===== config.mk =====
export PLATFORM = sky130hd
export DESIGN_NAME = sid_env_sched_flat
export DESIGN_NICKNAME = d
export VERILOG_FILES = /design/src/rtl/sid_env_sched_if.sv /design/src/rtl/sid_env_sched.sv /design/src/flat_wrapper.sv
export SDC_FILE = /design/constraint.sdc
export NUM_CORES = 1
export LEC_CHECK = 0
export CAP_MARGIN = 0
export CORE_MARGIN = 2
export CORE_UTILIZATION = 52
export DETAILED_ROUTE_END_ITERATION = 7
export PLACE_DENSITY = 0.77
export SKIP_CTS_REPAIR_TIMING = 1
export SLEW_MARGIN = 10
export SYNTH_ARGS = -nofsm -noshare
export SYNTH_HDL_FRONTEND = slang
export SYNTH_SLANG_ARGS = --single-unit

===== constraint.sdc =====
create_clock -name clk -period 6.2 [get_ports clk]
set_clock_uncertainty 0.05 [all_clocks]
set_input_delay 1.24 -clock clk [delete_from_list [all_inputs] [get_ports clk]]
set_output_delay 1.24 -clock clk [all_outputs]
set_load 0.05 [all_outputs]

===== src/rtl/sid_env_sched_if.sv =====
// Bus bundle between the SID register file, the envelope scheduler and the voice DCAs.
interface sid_env_sched_if #(
    parameter int unsigned NVOICE = 3
);
    logic                tick;
    logic [8*NVOICE-1:0] ad_flat;
    logic [8*NVOICE-1:0] sr_flat;
    logic [NVOICE-1:0]   gate;
    logic [8*NVOICE-1:0] env_flat;
    logic                env_valid;
    logic                busy;
    logic                overrun;
    logic [7:0]          env3;

    modport master (
        output tick, ad_flat, sr_flat, gate,
        input  env_flat, env_valid, busy, overrun, env3
    );
    modport slave (
        input  tick, ad_flat, sr_flat, gate,
        output env_flat, env_valid, busy, overrun, env3
    );
endinterface


===== src/rtl/sid_env_sched.sv =====
// Time-multiplexed SID ADSR envelope sequencer: one shared datapath, one voice per clk slot.
// Optional ENV3 readback register enabled by defining SID_ENV_ENV3_READ_EN.
module sid_env_sched #(
    parameter int unsigned NVOICE = 3,
    parameter int unsigned RCW    = 15
) (
    input logic            clk,
    input logic            reset,
    sid_env_sched_if.slave bus
);
    localparam int unsigned SW = (NVOICE > 1) ? $clog2(NVOICE) : 1;
    localparam logic [SW-1:0] LastSlot = SW'(NVOICE - 1);

    typedef enum logic [1:0] {StIdle, StServe, StDone} sched_e;
    typedef enum logic [1:0] {Attack, DecaySustain, Release} adsr_e;

    sched_e        state_q, state_d;
    logic [SW-1:0] slot_q, slot_d;
    logic          pending_q, pending_d;
    logic          overrun_q, overrun_d;
    logic          service;

    logic [7:0]     env_q      [NVOICE];
    logic [RCW-1:0] rate_cnt_q [NVOICE];
    logic [4:0]     exp_cnt_q  [NVOICE];
    adsr_e          adsr_q     [NVOICE];
    logic [NVOICE-1:0] gate_last_q;

    logic [7:0]     ad_v, sr_v, env_v, env_n;
    logic [RCW-1:0] rc_v, rc_n, period;
    logic [4:0]     ec_v, ec_n, exp_period;
    logic [3:0]     rate;
    adsr_e          adsr_eff, adsr_n;
    logic           gate_v, do_step;

    function automatic logic [RCW-1:0] rate_period(input logic [3:0] r);
        logic [RCW-1:0] p;
        case (r)
            4'd0:    p = RCW'(9);
            4'd1:    p = RCW'(32);
            4'd2:    p = RCW'(63);
            4'd3:    p = RCW'(95);
            4'd4:    p = RCW'(149);
            4'd5:    p = RCW'(220);
            4'd6:    p = RCW'(267);
            4'd7:    p = RCW'(313);
            4'd8:    p = RCW'(392);
            4'd9:    p = RCW'(977);
            4'd10:   p = RCW'(1954);
            4'd11:   p = RCW'(3126);
            4'd12:   p = RCW'(3907);
            4'd13:   p = RCW'(11720);
            4'd14:   p = RCW'(19532);
            default: p = RCW'(31251);
        endcase
        return p;
    endfunction

    // Piecewise-exponential decay: fewer steps per rate event at low levels.
    function automatic logic [4:0] exp_period_of(input logic [7:0] e);
        logic [4:0] p;
        if (e == 8'h00)      p = 5'd1;
        else if (e <= 8'h06) p = 5'd30;
        else if (e <= 8'h0e) p = 5'd16;
        else if (e <= 8'h1a) p = 5'd8;
        else if (e <= 8'h36) p = 5'd4;
        else if (e <= 8'h5d) p = 5'd2;
        else                 p = 5'd1;
        return p;
    endfunction

    always_ff @(posedge clk) begin
        if (reset) begin
            state_q   <= StIdle;
            slot_q    <= '0;
            pending_q <= 1'b0;
            overrun_q <= 1'b0;
        end else begin
            state_q   <= state_d;
            slot_q    <= slot_d;
            pending_q <= pending_d;
            overrun_q <= overrun_d;
        end
    end

    always_comb begin
        state_d   = state_q;
        slot_d    = slot_q;
        pending_d = pending_q;
        overrun_d = overrun_q;
        case (state_q)
            StIdle: begin
                if (bus.tick || pending_q) begin
                    state_d   = StServe;
                    slot_d    = '0;
                    pending_d = 1'b0;
                end
            end
            StServe: begin
                if (slot_q == LastSlot) state_d = StDone;
                else                    slot_d  = slot_q + 1'b1;
            end
            StDone:  state_d = StIdle;
            default: state_d = StIdle;
        endcase
        // One tick may queue behind a running service; a further one is lost.
        if (state_q != StIdle && bus.tick) begin
            if (pending_q) overrun_d = 1'b1;
            else           pending_d = 1'b1;
        end
    end

    always_comb begin
        service       = (state_q == StServe);
        bus.busy      = (state_q != StIdle);
        bus.env_valid = (state_q == StDone);
        bus.overrun   = overrun_q;
    end

    always_comb begin
        ad_v     = bus.ad_flat[{slot_q, 3'b000} +: 8];
        sr_v     = bus.sr_flat[{slot_q, 3'b000} +: 8];
        gate_v   = bus.gate[slot_q];
        env_v    = env_q[slot_q];
        rc_v     = rate_cnt_q[slot_q];
        ec_v     = exp_cnt_q[slot_q];
        adsr_eff = adsr_q[slot_q];
        if (gate_v && !gate_last_q[slot_q])      adsr_eff = Attack;
        else if (!gate_v && gate_last_q[slot_q]) adsr_eff = Release;
        case (adsr_eff)
            Attack:       rate = ad_v[7:4];
            DecaySustain: rate = ad_v[3:0];
            default:      rate = sr_v[3:0];
        endcase
        period     = rate_period(rate);
        exp_period = exp_period_of(env_v);
        rc_n       = rc_v + 1'b1;
        ec_n       = ec_v;
        env_n      = env_v;
        adsr_n     = adsr_eff;
        do_step    = 1'b0;
        // >= rather than == so a freshly lowered rate cannot overshoot and wrap.
        if (rc_v >= period) begin
            rc_n = '0;
            if (adsr_eff == Attack || ec_v == exp_period) begin
                do_step = 1'b1;
                ec_n    = '0;
            end else begin
                ec_n = ec_v + 1'b1;
            end
        end
        if (do_step) begin
            case (adsr_eff)
                Attack: begin
                    if (env_v == 8'hff) adsr_n = DecaySustain;
                    else                env_n  = env_v + 1'b1;
                end
                // Only decay from above the sustain level; a raised sustain just holds.
                DecaySustain: if (env_v > {sr_v[7:4], sr_v[7:4]}) env_n = env_v - 1'b1;
                default:      if (env_v != 8'h00) env_n = env_v - 1'b1;
            endcase
        end
    end

    always_ff @(posedge clk) begin
        if (reset) begin
            for (int unsigned i = 0; i < NVOICE; i++) begin
                env_q[i]      <= '0;
                rate_cnt_q[i] <= '0;
                exp_cnt_q[i]  <= '0;
                adsr_q[i]     <= Release;
            end
            gate_last_q <= '0;
        end else if (service) begin
            env_q[slot_q]       <= env_n;
            rate_cnt_q[slot_q]  <= rc_n;
            exp_cnt_q[slot_q]   <= ec_n;
            adsr_q[slot_q]      <= adsr_n;
            gate_last_q[slot_q] <= gate_v;
        end
    end

    for (genvar g = 0; g < NVOICE; g++) begin : g_env_out
        assign bus.env_flat[8*g +: 8] = env_q[g];
    end

`ifdef SID_ENV_ENV3_READ_EN
    logic [7:0] env3_q;
    always_ff @(posedge clk) begin
        if (reset)                               env3_q <= '0;
        else if (service && slot_q == SW'(2))    env3_q <= env_n;
    end
    assign bus.env3 = env3_q;
`else
    assign bus.env3 = 8'h00;
`endif
endmodule


===== src/flat_wrapper.sv =====
// flat-port wrapper written by rule: the top's interface ports become plain ports
module sid_env_sched_flat 
#(
    parameter int unsigned NVOICE = 3,
    parameter int unsigned RCW    = 15
)
  (clk, reset, bus_tick, bus_ad_flat, bus_sr_flat, bus_gate, bus_env_flat, bus_env_valid, bus_busy, bus_overrun, bus_env3);
  sid_env_sched_if #(.NVOICE(NVOICE)) bus_i ();
  input logic clk;
  input logic reset;
  input wire logic [$bits(bus_i.tick)-1:0] bus_tick;
  input wire logic [$bits(bus_i.ad_flat)-1:0] bus_ad_flat;
  input wire logic [$bits(bus_i.sr_flat)-1:0] bus_sr_flat;
  input wire logic [$bits(bus_i.gate)-1:0] bus_gate;
  output wire logic [$bits(bus_i.env_flat)-1:0] bus_env_flat;
  output wire logic [$bits(bus_i.env_valid)-1:0] bus_env_valid;
  output wire logic [$bits(bus_i.busy)-1:0] bus_busy;
  output wire logic [$bits(bus_i.overrun)-1:0] bus_overrun;
  output wire logic [$bits(bus_i.env3)-1:0] bus_env3;
  assign bus_i.tick = bus_tick;
  assign bus_i.ad_flat = bus_ad_flat;
  assign bus_i.sr_flat = bus_sr_flat;
  assign bus_i.gate = bus_gate;
  assign bus_env_flat = bus_i.env_flat;
  assign bus_env_valid = bus_i.env_valid;
  assign bus_busy = bus_i.busy;
  assign bus_overrun = bus_i.overrun;
  assign bus_env3 = bus_i.env3;
  sid_env_sched #(.NVOICE(NVOICE), .RCW(RCW)) u_core (.clk(clk), .reset(reset), .bus(bus_i));
endmodule

==> metrics.txt, run 1 <==
slack of the worst reg-to-reg path 0.77 ns; post-synthesis area per instance 10.9 um^2; number of hold violations in the final report 0; PwrDens between 300 and 400 mW/mm^2; setup violators final 0; total wirelength of the detailed-routed design 21800 um; top flip-flop cell by instance count after synthesis edfxtp_1; worst hold-check path type reg2reg; die span in x 130 um; Clock Tree Buf Depth 2; Arrival @ worst endpoint approximately 6 ns; wire length of the first global-routing pass 34800 um; FF/Latch Area 0.00382 mm^2; maximum number of pins on one net before global-route repair 32; total global-route track usage a little over a quarter; number of register bits inferred by synthesis between 100 and 150; number of filler cells placed in the layout 1219; Post-Syn Instances 751; period utilization 94.4%; count of cells along the worst hold path 2; Post-Route Hold Slack 0.424 ns; drt first pass iters 5; drt wl/cell slightly above 20 um; placeable core region 0.0153 mm^2; Total Nets Final about 940; Least-Margin Pin Slew 1.21 ns; Crit Path Max Fanout 7; # Max-Cap Violations 0; EDFF count, synth 120; number of nets with antenna violations after detailed routing 0; die footprint 0.0168 mm^2; starting density of the core 53.5%; TNS Setup 0 ns; standard-cell rows 45; hold endpoint u_core.bus.overrun; leakage power total 3.77 nW; cts bufs inserted 17; root buffer cell clkbuf_16; critical register-to-register path endpoint u_core.env_q[0][0]; sequential cell area fraction in the yosys report 46.7%; Metal-1 WL 9080 um; endpoint type of the worst setup path flop; topmost layer with routed signal wires met4; netlist area before placement 0.00819 mm^2; port buffer count 80; library cells used by synthesis 78; TritonCTS clock tree done; area taken by multi-input logic gates 0.00405 mm^2; routed length on met2 10300 um; highest clock frequency the design can meet 171 MHz; number of max-slew violations in the final report 0; number of sinks driven by the clock tree 131; number of antenna diodes 0; unrepaired setup endpoints after global routing no; headroom to the max-slew limit 19.0%; insertion delay to the later sink of the worst-skew pair 0.42 ns; vias 6468; VDD IR-drop max 0.000271 V; maximum level of the CTS H-tree 4; count of synthesis-stage warnings from yosys 0; GR Overflow Total 0; run status complete, no violations; post-detailed-route DRC marker count 0; y dimension of the die 130 um; met3 routed WL approximately 2000 um; Ports 89; post-layout minimum cycle time 5.85 ns; Startpoint Class primary input; vias in the first global route 6494; share of flip-flops with an asynchronous set or reset 0%; antenna violations before repair 0; Hold Crit Start u_core.bus.overrun; sum of net half-perimeters after detailed placement roughly 15000 um; Via density approximately 6.1; ratio of cells with drive above 1 in the final layout 15.3%; placer congestion estimate roughly 0.95; area overhead of the layout relative to synthesis 21.7%; required time worst endpoint 6.28 ns; CTS clock-pin slew for the worst setup and hold paths 0.06 ns; drt initial violations 682; length in cells of the worst reg-to-reg path 20; class of the most critical setup path in2reg
==> worst max path at each step <==
stage,start,to,depth (start not counted)
floorplan,bus_gate[2],u_core.env_q[0][1],21
global placement,bus_gate[2],u_core.env_q[0][4],23
detailed placement,bus_gate[2],u_core.env_q[0][0],23
CTS,bus_gate[2],u_core.env_q[0][0],23
global route,bus_gate[2],u_core.exp_cnt_q[0][0],23
finish,bus_gate[2],u_core.env_q[0][0],22
==> layout make-up <==
class	instances	share of cell area [%]
Multi-Input combinational cell	535	40.6
Sequential cell	131	38.4
Timing Repair Buffer	111	10.6
Clock buffer	23	4.69
Tap cell	211	2.65
Inverter	46	1.73
Clock inverter	9	1.29
==> critical path, stage by stage <==
cell and delay, ns:
clkdlybuf4s50_1 0.40, mux2i_1 0.20, a2bb2oi_1 0.27, nor2_1 0.12, or3_4 0.44, a221oi_4 0.24, nor3_4 0.11, ha_1 0.40
inv_1 0.06, mux2i_1 0.13, o21ai_0 0.09, ha_1 0.29, o21ai_0 0.10, a21oi_1 0.16, o211ai_1 0.10, a211o_1 0.34
a41o_1 0.20, a21oi_1 0.20, buf_4 0.17, a21boi_0 0.28, a32o_1 0.32, nor2_1 0.07
==> power by group <==
part | internal (W) | leakage, nW | switching (W)
sequential | 0.00103 | 1.30 | 0.0000220
clock | 0.000653 | 0.289 | 0.000369
combinational | 0.000405 | 2.18 | 0.000653
total | 0.00209 | 3.77 | 0.00104
==> layout by cell type (no fill, tap or decap), drive strengths merged, types with 7 or more instances in the layout <==
cell           netlist  routed
edfxtp             120     120
nor2               109     109
clkdlybuf4s50        0      80
nand2               58      58
inv                 46      47
ha                  43      43
buf                 18      31
mux4                29      29
nor3                26      26
a21oi               25      25
clkbuf              28      23
and2                21      21
mux2i               18      18
nand3               17      17
o21ai               15      15
mux2                11      11
dfxtp               11      11
xor2                 9       9
a221oi               9       9
o22ai                9       9
a211oi               9       9
nand4                8       8
a31oi                8       8
xnor2                8       8
conb                 1       8
a21o                 7       7
==> Yosys cell counts, drive strengths merged (3+ instances only) <==
library cell	count	area, um^2
ha	43	538
nor2	109	409
a32o	3	30.0
a41o	3	30.0
xnor2	8	70.1
nor3	26	130
inv	46	173
nand4	8	50.1
mux2	11	124
a221oi	9	78.8
dfxtp	11	220
and4	4	37.5
clkbuf	28	105
o211ai	6	50.1
a31oi	8	50.1
o31a	3	27.5
buf	18	121
a21oi	25	125
o31ai	3	36.3
a211oi	9	82.6
mux4	29	653
a21o	7	52.6
a211o	3	26.3
o21ai	15	75.1
nor2b	5	31.3
nand3	17	85.1
xor2	9	78.8
and3	5	31.3
nand2	58	220
and2	21	131
edfxtp	120	3600
mux2i	18	193
a32oi	4	35.0
o22ai	9	68.8
nand2b	6	37.5
or3	5	31.3
o221ai	4	41.3
or2	4	25.0
==> logic make-up (layout without fill, tap and decap cells) <==
logic type               after synthesis  in the layout  share of synthesized area [%]
other                                  1              8                         0.0458
flip-flops                           131            131                           46.7
AO/OA/AOI/OAI                        133            133                           12.5
buffers and inverters                 92            189                           4.87
adder cells (fa/ha/maj)               44             44                           6.69
XOR/XNOR                              17             17                           1.82
multiplexers                          58             58                           11.8
AND/OR/NAND/NOR                      275            275                           15.6
==> metal layers <==
layer	vias to the layer above	GRT usage, %
met5	-	0
met4	0	10.5
met3	40	5.37
met2	331	44.0
met1	3117	36.8
li1	2980	-
==> state kept, by name, summed over array words and instances (netlist names), 2 cells and up, named ones only <==
register,count
u_core.slot_q,2
u_core.rate_cnt_q,60
u_core.exp_cnt_q,20
u_core.gate_last_q,3
u_core.state_q,2
u_core.adsr_q,8
u_core.env_q,32
==> per-stage QoR <==
stage	utilization [%]	setup WS (ns)	instances	cell area, um^2	total power, W
after global placement	60.9	-0.0493	1034	9330	0.00208
after global routing	65.1	0.0514	1066	9970	0.00328
after detailed placement	60.9	-0.272	1034	9330	0.00210
after floorplan	-	0.228	758	8220	0.00177
final	65.1	0.347	1066	9970	0.00313
after CTS	64.8	0.0858	1066	9920	0.00312
(Power assumes the default switching activity.)
==> run 2: changes to the inputs <==
--- a/config.mk
+++ b/config.mk
@@ -7,9 +7,10 @@
 export LEC_CHECK = 0
 export CAP_MARGIN = 0
 export CORE_MARGIN = 2
-export CORE_UTILIZATION = 52
+export CORE_UTILIZATION = 58
 export DETAILED_ROUTE_END_ITERATION = 7
-export PLACE_DENSITY = 0.77
+export DONT_BUFFER_PORTS = 1
+export PLACE_DENSITY = 0.76
 export SKIP_CTS_REPAIR_TIMING = 1
 export SLEW_MARGIN = 10
 export SYNTH_ARGS = -nofsm -noshare
==> metrics.txt, run 2 (synthesis gave the netlist of run 1 again) <==
maximum level of the CTS H-tree 4; combinational group share of total power between 30% and 40%; post-detailed-route DRC marker count 0; Crit Path Max Fanout 16; number of max-slew violations in the final report 0; number of antenna diodes 0; highest clock frequency the design can meet 177 MHz; CP Launch Point u_core.slot_q[1]; post-place instance area 0.00840 mm^2; root buffer cell clkbuf_16; wire length of the first global-routing pass between 30000 and 40000 um; Tot Pwr 0.00304 W; setup violators final 0; class of the most critical setup path reg2reg; placer congestion estimate 0.919; port buffer count 0; antenna violations before repair 0; drt initial violations 672; power share of the clock group roughly a third; area taken by multi-input logic gates 0.00401 mm^2; starting density of the core between 50% and 60%; placed cell count between 900 and 1000; Least-Margin Pin Slew 1.12 ns; dominant cell type by count on the critical path o21ai_0; length in cells of the worst reg-to-reg path 22; most common cell after layout, fill and taps aside edfxtp_1; unrepaired setup endpoints after global routing no; placeable core region 0.0138 mm^2; biggest regs u_core.rate_cnt_q x60, u_core.env_q x32, u_core.exp_cnt_q x20; vias 6216; Reg power frac 35.9%; register with the most flip-flops u_core.rate_cnt_q; TritonCTS clock tree done; vias in the first global route between 6000 and 7000; die span in x 123 um; switching pwr 0.00105 W; # Max-Cap Violations 0; number of filler cells placed in the layout about 1100; number of flip-flops in the largest register 60; delay of the slowest critical-path stage 0.60 ns; headroom to the max-slew limit 23.1%; period utilization about nine tenths; Via density 6.57; sum of net half-perimeters after detailed placement 14300 um; drt first pass iters 6; FF/Latch Area between 0.003 and 0.004 mm^2; leakage power total around 3.4 nW; PwrDens 338 mW/mm^2; worst hold-check path type reg2reg; slowest stage cell on the critical path nor2b_1; Clock Tree Buf Depth 2; Startpoint Class flop; cts bufs inserted 17; Switching Fraction between 30% and 40%; Critical Path End u_core.env_q[2][1]; insertion delay to the later sink of the worst-skew pair 0.43 ns; launch instance of the worst register-to-register path u_core.slot_q[1]; y dimension of the die 123 um; critical register-to-register path endpoint u_core.env_q[2][1]; cells traversed along the worst timing path nor2b_1 > o2bb2ai_1 > nor2_1 > or3_1 > a221oi_1 > nor3_1 > buf_4 > ha_1 > inv_1 > mux2i_1 > o21ai_0 > ha_1 > o21ai_0 > a21oi_1 > o211ai_1 > a211o_1 > a41o_1 > a21oi_1 > buf_4 > o21ai_0 > a2111oi_4 > nor2_1; TNS Setup 0 ns; top library cells by usage in the layout, fill and taps aside edfxtp_1, nor2_1, nand2_1, inv_1, ha_1; endpoint type of the worst setup path flop; run status complete, no violations; Arrival @ worst endpoint 5.77 ns; total wirelength of the detailed-routed design 21200 um; slack of the worst reg-to-reg path 0.54 ns; final cell count without fillers about 950; ratio of cells with drive above 1 in the final layout between 10% and 20%; maximum number of pins on one net before global-route repair 32; required time worst endpoint roughly 6.3 ns; die footprint 0.0151 mm^2; number of nets with antenna violations after detailed routing 0; area overhead of the layout relative to synthesis 9.81%; total global-route track usage between 20 and 30%; GR Overflow Total 0; VDD IR-drop max 0.000231 V; post-layout minimum cycle time 5.66 ns; area of all placed cells without fillers 0.00899 mm^2; number of sinks driven by the clock tree 131; CTS clock-pin slew for the worst setup and hold paths 0.05 ns; drt wl/cell 22.4 um; standard-cell rows 43; number of hold violations in the final report 0; Total Nets Final 851; Int Power 0.00199 W; Ports 89
## run 2: cell types whose count changed in the layout (fill, tap and decap cells not counted), moves of 2 or more
cell	change
buf_12	-2
clkdlybuf4s50_1	-80
clkbuf_8	-2
clkbuf_1	-2
buf_4	-6
clkinvlp_4	+2
## run 2: metrics by stage
step / utilization [%] / hold slack, ns / worst slack, ns
final: 65.0 / 0.427 / 0.543
after global routing: 65.0 / 0.454 / 0.0651
after CTS: 65.0 / 0.422 / 0.620
after detailed placement: 60.8 / 0.413 / 0.347
after global placement: 60.8 / 0.407 / 0.455
after floorplan: - / 0.401 / 0.228
## run 2: worst max-delay path: cells and delay by family (launching register included)
kind                       cells  cell delay (ns)
adders and majority gates      2             0.67
AOI/OAI and AO/OA             11             2.31
muxes                          1             0.14
DFF                            1             0.51
and+or+nand+nor                5             1.31
buffers and inverters          3             0.41
## run 2: cell type report
type	count	share of cell area [%]
clock buffers	19	4.81
repair buffers	23	1.92
multi-input cells	535	44.6
inverters	46	1.92
well taps	180	2.50
clock inverters	12	1.75
flip-flops and latches	131	42.5
## run 2: power groups by stage
stage | Sequential (W) | Clock (W) | Combinational, W
detailed placement | 0.00111 | 0 | 0.000909
finish | 0.00109 | 0.00102 | 0.000931
global route | 0.00109 | 0.00106 | 0.00102
global placement | 0.00110 | 0 | 0.000882
CTS | 0.00109 | 0.00102 | 0.000915
floorplan | 0.00110 | 0 | 0.000675
## run 2: how the worst min path moves through the flow
stage	cells after the start	slack [ns]	startpoint	end
3_5_place_dp	2	0.41	u_core.gate_last_q[1]	u_core.gate_last_q[1]
4_1_cts	2	0.42	u_core.gate_last_q[1]	u_core.gate_last_q[1]
6_report	2	0.43	u_core.gate_last_q[1]	u_core.gate_last_q[1]
2_1_floorplan	2	0.40	u_core.gate_last_q[0]	u_core.gate_last_q[0]
5_1_grt	2	0.45	u_core.gate_last_q[2]	u_core.gate_last_q[2]
3_3_place_gp	2	0.41	u_core.gate_last_q[1]	u_core.gate_last_q[1]
## run 2: routing by layer
metal,global-route usage (%),wire length [um],vias to the layer above
li1,-,-,2799
met2,46.3,9750,359
met3,6.37,2010,38
met5,0,0,-
met1,40.4,8900,3020
met4,11.7,515,0
==> run 3: changes to the inputs <==
==> constraint.sdc (replaced) <==
create_clock -name clk -period 6.2 [get_ports clk]
set_clock_uncertainty 0.05 [all_clocks]
set_input_delay 1.55 -clock clk [delete_from_list [all_inputs] [get_ports clk]]
set_output_delay 1.55 -clock clk [all_outputs]
set_load 0.05 [all_outputs]
==> metrics.txt, run 3 (synthesis gave the netlist of run 1 again) <==
post-place instance area 0.00843 mm^2; period utilization around 92%; placeable core region 0.0138 mm^2; top library cells by usage in the layout, fill and taps aside edfxtp_1, nor2_1, nand2_1, inv_1, ha_1; area overhead of the layout relative to synthesis 10.3%; Int Power 0.00200 W; TNS Setup 0 ns; unrepaired setup endpoints after global routing no; vias in the first global route 6184; die footprint 0.0151 mm^2; VDD IR-drop max 0.000230 V; Reg power frac 35.8%; Ports 89; ratio of cells with drive above 1 in the final layout between 10% and 20%; number of sinks driven by the clock tree 131; die span in x 123 um; power share of the clock group 33.3%; standard-cell rows 43; register with the most flip-flops u_core.rate_cnt_q; core occupancy in the finished layout 65.3%; required time worst endpoint roughly 6.3 ns; total wirelength of the detailed-routed design between 20000 and 25000 um; PwrDens 338 mW/mm^2; maximum number of pins on one net before global-route repair 32; area of all placed cells without fillers around 0.0090 mm^2; drt initial violations roughly 430; Crit Path Max Fanout 7; endpoint type of the worst setup path flop; number of antenna diodes 0; root buffer cell clkbuf_16; total global-route track usage 29.0%; count of cells along the worst hold path 2; headroom to the max-slew limit between 30% and 40%; length in cells of the worst reg-to-reg path 21; vias slightly above 6000; number of max-slew violations in the final report 0; worst hold-check path type reg2reg; Least-Margin Pin Slew 0.948 ns; Arrival @ worst endpoint 5.83 ns; setup violators final 0; combinational group share of total power 30.9%; GR Overflow Total 0; most common cell after layout, fill and taps aside edfxtp_1; switching pwr approximately 0.0011 W; sum of net half-perimeters after detailed placement 14000 um; worst path setup slack after routing 0.475 ns; TritonCTS clock tree done; antenna violations before repair 0; cts bufs inserted 17; biggest regs u_core.rate_cnt_q x60, u_core.env_q x32, u_core.exp_cnt_q x20; Clock Tree Buf Depth 2; Via density between 6 and 7; Total Nets Final 851; number of flip-flops in the largest register 60; number of nets with antenna violations after detailed routing 0; drt first pass iters 5; insertion delay to the later sink of the worst-skew pair 0.43 ns; Switching Fraction about a third; CTS clock-pin slew for the worst setup and hold paths around 0.060 ns; Setup WS pre-CTS 0.00953 ns; number of hold violations in the final report 0; port buffer count 0; starting density of the core 59.2%; placer congestion estimate 0.974; # Max-Cap Violations 0; post-detailed-route DRC marker count 0; post-layout minimum cycle time approximately 5.7 ns; wire length of the first global-routing pass 32300 um; highest clock frequency the design can meet around 170 MHz; drt wl/cell 22.0 um; Tot Pwr 0.00305 W; run status complete, no violations; class of the most critical setup path in2reg; maximum level of the CTS H-tree 4; leakage power total around 3.4 nW; Startpoint Class primary input; y dimension of the die 123 um
run 3: cell types whose count changed in the layout (fill, tap and decap cells not counted), sizes merged:
cell | before | now
clkinv | 4 | 7
clkinvlp | 3 | 1
run 3: power groups by stage:
stage | logic [W] | registers (W) | clock network [W]
after floorplan | 0.000677 | 0.00110 | 0
after global placement | 0.000891 | 0.00111 | 0
after detailed placement | 0.000918 | 0.00111 | 0
after CTS | 0.000928 | 0.00109 | 0.00102
after global routing | 0.00103 | 0.00110 | 0.00105
final | 0.000944 | 0.00109 | 0.00102
run 3: worst max-delay path, cell delays in order:
cell and delay, ns:
mux2i_1 0.18, a2bb2oi_1 0.27, nor2_1 0.11, or3_1 0.45, a221oi_1 0.30, nor3_2 0.15, ha_1 0.40, inv_1 0.06
mux2i_1 0.12, o21ai_0 0.09, ha_1 0.30, o21ai_0 0.08, a21oi_1 0.11, o211ai_1 0.09, a211o_1 0.32, a41o_1 0.21
a21oi_1 0.21, buf_4 0.18, o21ai_1 0.09, a32oi_1 0.43, nor2_1 0.11
run 3: layer usage:
layer / GRT usage (%) / part of all wire (%) / routed length, um / vias up
met1: 38.6 / 42 / 8730 / 2980
met4: 11.4 / 2.5 / 518 / 0
met3: 5.62 / 8.3 / 1730 / 43
met5: 0 / 0 / 0 / -
li1: - / - / - / 2797
met2: 47.0 / 47 / 9900 / 313
run 3: path summary, 6_finish.rpt:
path | slack [ns] | to | startpoint
max | 0.47 | u_core.env_q[2][7] | bus_gate[2]
min | 0.42 | u_core.gate_last_q[0] | u_core.gate_last_q[0]
max reg2reg | 0.51 | u_core.env_q[2][7] | u_core.slot_q[0]
min reg2reg | 0.42 | u_core.gate_last_q[0] | u_core.gate_last_q[0]
run 3: final cells by class:
| type | count | area [um^2] |
|---|---|---|
| fill | 1063 | 4800 |
| timing repair buffer | 23 | 198 |
| inverter | 46 | 173 |
| clock buffer | 19 | 433 |
| sequential | 131 | 3820 |
| tap | 180 | 225 |
| multi-input combinational | 535 | 4020 |
| clock inverter | 13 | 159 |
run 3: metrics by stage:
step / hold WS [ns] / instances
detailed placement: 0.409 / 915
finish: 0.418 / 947
global route: 0.461 / 947
CTS: 0.418 / 947
floorplan: 0.401 / 758
global placement: 0.405 / 915
